==> src/rtl/tempo_sequencer.sv <==
// tempo_sequencer: pattern-driven drum step sequencer
// tempo prescaler, idle/run/pause transport, voice rows
module tempo_sequencer #(
   parameter int STEPS  = 16,
   parameter int VOICES = 4,
   parameter int DIVW   = 24
) (
   input  logic                       clk,
   input  logic                       rst,
   input  logic                       start,
   input  logic                       stop,
   input  logic                       pause,
   input  logic [DIVW-1:0]            tempo_lim,
   input  logic                       tempo_load,
   input  logic [$clog2(STEPS):0]     len,
   input  logic                       pat_we,
   input  logic [$clog2(VOICES)-1:0]  pat_voice,
   input  logic [STEPS-1:0]           pat_data,
   output logic                       step_tick,
   output logic [$clog2(STEPS)-1:0]   step_idx,
   output logic [VOICES-1:0]          trig,
   output logic                       bar_start,
   output logic                       playing,
   output logic                       paused
);

   localparam int SW = $clog2(STEPS);
   localparam int LW = SW + 1;
   localparam int VW = $clog2(VOICES);
   localparam int NR = 1 << VW;

   typedef enum logic [1:0] {IDLE, RUN, PAUSE} state_t;

   state_t state, state_nx;

   logic [DIVW-1:0]   q;
   logic [DIVW-1:0]   shadow;
   logic [DIVW-1:0]   lim_act;
   logic [DIVW-1:0]   lim_src;
   logic [STEPS-1:0]  pat [VOICES];
   logic [NR-1:0]     row_ok;
   logic [LW-1:0]     eff_len;
   logic [SW-1:0]     step_nx;
   logic [SW-1:0]     sel;
   logic [VOICES-1:0] col;
   logic              go;
   logic              cnt;
   logic              wrap;

   // transport state register
   always_ff @(posedge clk or negedge rst) begin
      if (!rst) state <= IDLE;
      else      state <= state_nx;
   end

   // next state: stop beats pause beats start
   always_comb begin
      state_nx = state;
      priority case (1'b1)
         stop:                     state_nx = IDLE;
         (state == RUN) && pause:  state_nx = PAUSE;
         (state != RUN) && start:  state_nx = RUN;
         default: ;
      endcase
   end

   // edge qualifiers, next step and trigger column
   always_comb begin
      go      = (state == IDLE) && (state_nx == RUN);
      cnt     = (state != IDLE) && (state_nx == RUN);
      wrap    = cnt && (q >= lim_act);
      lim_src = tempo_load ? tempo_lim : shadow;
      eff_len = ((len == '0) || (len > LW'(STEPS))) ?
                LW'(STEPS) : len;
      step_nx = ({1'b0, step_idx} >= eff_len - LW'(1)) ?
                '0 : step_idx + SW'(1);
      sel     = go ? '0 : step_nx;
      col     = '0;
      for (int v = 0; v < VOICES; v++) col[v] = pat[v][sel];
   end

   for (genvar i = 0; i < NR; i++) begin : g_ok
      assign row_ok[i] = (i < VOICES);
   end

   // prescaler, step counter and registered tick/trig
   always_ff @(posedge clk or negedge rst) begin
      if (!rst) begin
         q         <= '0;
         step_idx  <= '0;
         step_tick <= 1'b0;
         trig      <= '0;
      end else begin
         step_tick <= 1'b0;
         trig      <= '0;
         if (state_nx == IDLE) begin
            q        <= '0;
            step_idx <= '0;
         end else if (go) begin
            q         <= '0;
            step_idx  <= '0;
            step_tick <= 1'b1;
            trig      <= col;
         end else if (wrap) begin
            q         <= '0;
            step_idx  <= step_nx;
            step_tick <= 1'b1;
            trig      <= col;
         end else if (cnt) begin
            q <= q + DIVW'(1);
         end
      end
   end

   // tempo shadow; active limit moves only on a period boundary while running
   always_ff @(posedge clk or negedge rst) begin
      if (!rst) begin
         shadow  <= '0;
         lim_act <= '0;
      end else begin
         if (tempo_load) shadow <= tempo_lim;
         if ((state != RUN) || wrap) lim_act <= lim_src;
      end
   end

   // pattern rows, whole-row writes
   always_ff @(posedge clk or negedge rst) begin
      if (!rst) begin
         for (int v = 0; v < VOICES; v++) pat[v] <= '0;
      end else if (pat_we && row_ok[pat_voice]) begin
         pat[pat_voice] <= pat_data;
      end
   end

   assign bar_start = step_tick && (step_idx == '0);
   assign playing   = (state == RUN);
   assign paused    = (state == PAUSE);

endmodule

==> config.mk <==
export PLATFORM = sky130hd
export DESIGN_NAME = tempo_sequencer
export DESIGN_NICKNAME = d
export VERILOG_FILES = /design/src/rtl/tempo_sequencer.sv
export SDC_FILE = /design/constraint.sdc
export NUM_CORES = 1
export LEC_CHECK = 0
export ABC_AREA = 1
export BUFFER_PORTS_ARGS = -buffer_cell sky130_fd_sc_hd__buf_4
export CAP_MARGIN = 10
export CORE_UTILIZATION = 60
export CTS_CLUSTER_DIAMETER = 200
export CTS_CLUSTER_SIZE = 14
export DETAILED_ROUTE_END_ITERATION = 6
export PLACE_DENSITY = 0.8
export REMOVE_ABC_BUFFERS = 1
export SLEW_MARGIN = 20
export SYNTH_ARGS = -nofsm -noshare
export SYNTH_HDL_FRONTEND = slang
export SYNTH_SLANG_ARGS = --single-unit
==> constraint.sdc <==
create_clock -name clk -period 2.35 [get_ports clk]
set_input_delay 0.3525 -clock clk [delete_from_list [all_inputs] [get_ports clk]]
set_output_delay 0.3525 -clock clk [all_outputs]
set_load 0.02 [all_outputs]
==> flow_summary.yaml <==
status:
  status: "finished, violations left"
  violations: "setup timing"
synthesis:
  netlist_instances: 845
  ys_top_cells_by_count: "nand2_1, dfrtp_1, nand3_1"
  ys.flop_type: "dfrtp_1"
  synth_top_area_cell: "dfrtp_1"
  synthTopCellsByArea: "dfrtp_1, nand2_1, nand3_1, ha_1, o21ai_0"
  synth-seq-cells: 147
  syn_area_um2: 7580
  seq_area_frac_synth: 0.485
  async_reset_ff_frac: 1.00
  yosysUniqueCellTypes: 46
  synth_top_area_share: 0.485
  avgSynthCellArea_um2: 8.97
  yosys_warnings: 0
  synth_edf_count: 0
  synth_most_common_cell: "nand2_1"
setup_path:
  path_buf_inv: 4
  rr_worst_depth: 19
  start_kind: "input port"
  path_cells: "buf_6 -> or4_4 -> ha_4 -> inv_4 -> buf_6 -> nand2_4 -> nand3_4 -> xnor2_2 -> ha_1 -> nand2_1 -> nand2_2 -> nand2_4 -> nand2_8 -> buf_12 -> nand2_1 -> nand3_4 -> nand3_2 -> nand3_1 -> nand2_1 -> nor2_1"
  crit_cells: 20
  required_ns: 2.67
  worst_path_max_delay_cell: "or4_4"
  cp-endpoint: "trig[3]"
  cp_top_family: "simple AND/OR/NAND/NOR gates"
  rrSetupSlack_ns: -0.10
  cp.arrival_ns: 3.26
  regToRegEndpoint: "trig[3]"
  cp_max_fo: 8
  endpoint_kind: "register"
  critPathMaxStageDelay_ns: 0.55
  r2r_start: "step_idx[0]"
  crit_start: "len[2]"
  cp_common_cell: "nand2_1"
  crit_type: "in2reg"
clocking:
  cts_max_path_buffers: 2
  clkTransAtPathRegs_ns: 0.07
  numClockSinks: 147
  clock_latency_ns: 0.44
  numCtsBuffers: 17
  cts_root_buf: "clkbuf_16"
  htreeDepth: 4
  cts_tree: "yes"
die:
  ios: 66
  die_area_um2: 13100
  initial_utilization: 0.623
  core_area_um2: 12200
  die_h_um: 114
  fp.dieW_um: 114
  rows: 40
min_path:
  holdCritPathClass: "in2reg"
detailed_routing:
  dr_total_vias: 6449
  drt-initial-drc-count: 613
  drc: 0
  wl_mm: 19.3
  drtAntennaViolNets: 0
  firstDrtPassIters: 6
  drt-vias-per-instance: 5.77
  routedWlPerCell_um: 17.3
grt:
  first_global_vias: 6505
  grt_pass1_wl_mm: 30.5
  grt_max_degree: 54
  antenna_found_initial: 0
  overflow: 0
  track_usage: 0.304
power_and_ir_drop:
  powerDensity_nw_per_um2: 763
  p_leak_uw: 0.00463
  vdd_drop_max_v: 0.000702
place:
  place_congestion: 0.939
  place_hpwl_mm: 12.1
  portBuffers: 65
  dpl_worst_slack_ns: -0.975
  dp_cells: 1073
timing:
  slew_violations: 0
  fin_crit_sh: 1.25
  holdWs_ns: 0.0943
  finalClockSkew_ns: 0.0118
  slew_headroom: 0.581
  finalHoldViolations: 0
  finalCriticalPeriod_ns: 2.94
  setup_tns_ns: -3.03
  rsz0062_at_grt: "yes"
  worstMarginPinSlew_ns: 0.627
  fmax_ghz: 0.340
  setup_ws_ns: -0.588
  finalSetupViolCount: 8
layout:
  area_growth_pct: 27.0
  fin_util: 0.791
  drive_gt1_frac: 0.316
  insertedDiodeCount: 0
  final_nets: 1024
  fin_cells: 1118
  nFillCells: 745
run:
  maxCapViolCount: 0
power by group:
group,switching [µW],internal [µW]
Clock,1160,1590
Sequential,190,2830
Combinational,917,655
Total,2270,5080
placed cells by master (no fill, tap or decap), types with 4 or more instances in the layout:
master     netlist  layout
buf_6            7      12
nand4_1          6       6
nand3_1         87      50
clkinv_4         0       4
o21ai_1          4       6
nor3_1          13      13
nand2_1        196     177
nor2_4           4       5
a21oi_2          1       4
xor2_1          10      10
clkbuf_16        0      18
inv_2            7       6
nand3_4          1       6
mux2_2          24      24
ha_4             0       4
o21ai_2         21      21
nor2_2           2       6
inv_1           72      69
nand2_2         12      28
nand2_4          4       5
o21ai_0         79      77
ha_1            33      29
dfrtp_1        147     147
buf_4            6      79
nor2_1          39      34
buf_12           0       9
nand3_2          4      36
a21oi_1         23      20
inv_6            0       7
kinds of logic (layout without fill, tap and decap cells):
logic type | count (synthesis) | after routing | share of synthesized area
AOI/OAI and AO/OA | 133 | 133 | 0.101
xor gates and xnor gates | 15 | 15 | 0.0198
adders and majority gates | 33 | 33 | 0.0545
buffers and inverters | 113 | 218 | 0.0684
DFF | 147 | 147 | 0.485
muxes | 24 | 24 | 0.0357
and+or+nand+nor | 380 | 380 | 0.235
stage by stage:
stage | power (µW) | instance area (µm²)
2_1_floorplan | 3770 | 7360
3_3_place_gp | 4210 | 8390
3_5_place_dp | 4300 | 8390
4_1_cts | 7210 | 9420
5_1_grt | 7650 | 9620
6_report | 7350 | 9620
routing by layer:
metal	track usage	routed length, µm	vias to the layer above
met4	0.172	1100	0
li1	-	-	2978
met3	0.0572	1120	89
met2	0.534	9800	319
met1	0.349	7330	3063
met5	0	0	-
repair_timing:
action,in CTS,in global routing
hold buffers,1,0
resized for setup,56,58
endpoints found under the hold margin,49,0
endpoints found under the setup margin,8,18
pin swaps,38,37
buffers inserted,8,0
gates cloned,5,2
sequential cells by signal (all words and copies together), names as in the netlist:
signal / cells
state: 2
q: 24
step_tick: 1
step_idx: 4
shadow: 24
pat: 64
trig: 4
lim_act: 24
area by class of cell:
class,instances,area [µm²],share of cell area
Inverter,79,312,0.0324
Sequential cell,147,3680,0.382
Clock buffer,17,425,0.0442
Tap cell,168,210,0.0218
Clock inverter,15,173,0.0179
Timing Repair Buffer,107,1050,0.109
Multi-Input combinational cell,585,3780,0.393
how the worst min path moves through the flow:
stage / to / slack (ns) / cells after the start / from
CTS: state[0] / 0.08 / 2 / stop
finish: state[0] / 0.09 / 2 / stop
global route: state[0] / 0.09 / 2 / stop
global placement: shadow[7] / 0.32 / 1 / rst
detailed placement: shadow[8] / 0.33 / 1 / rst
floorplan: lim_act[0] / 0.06 / 0 / rst
No activity file was read; power rests on OpenSTA's default activity.
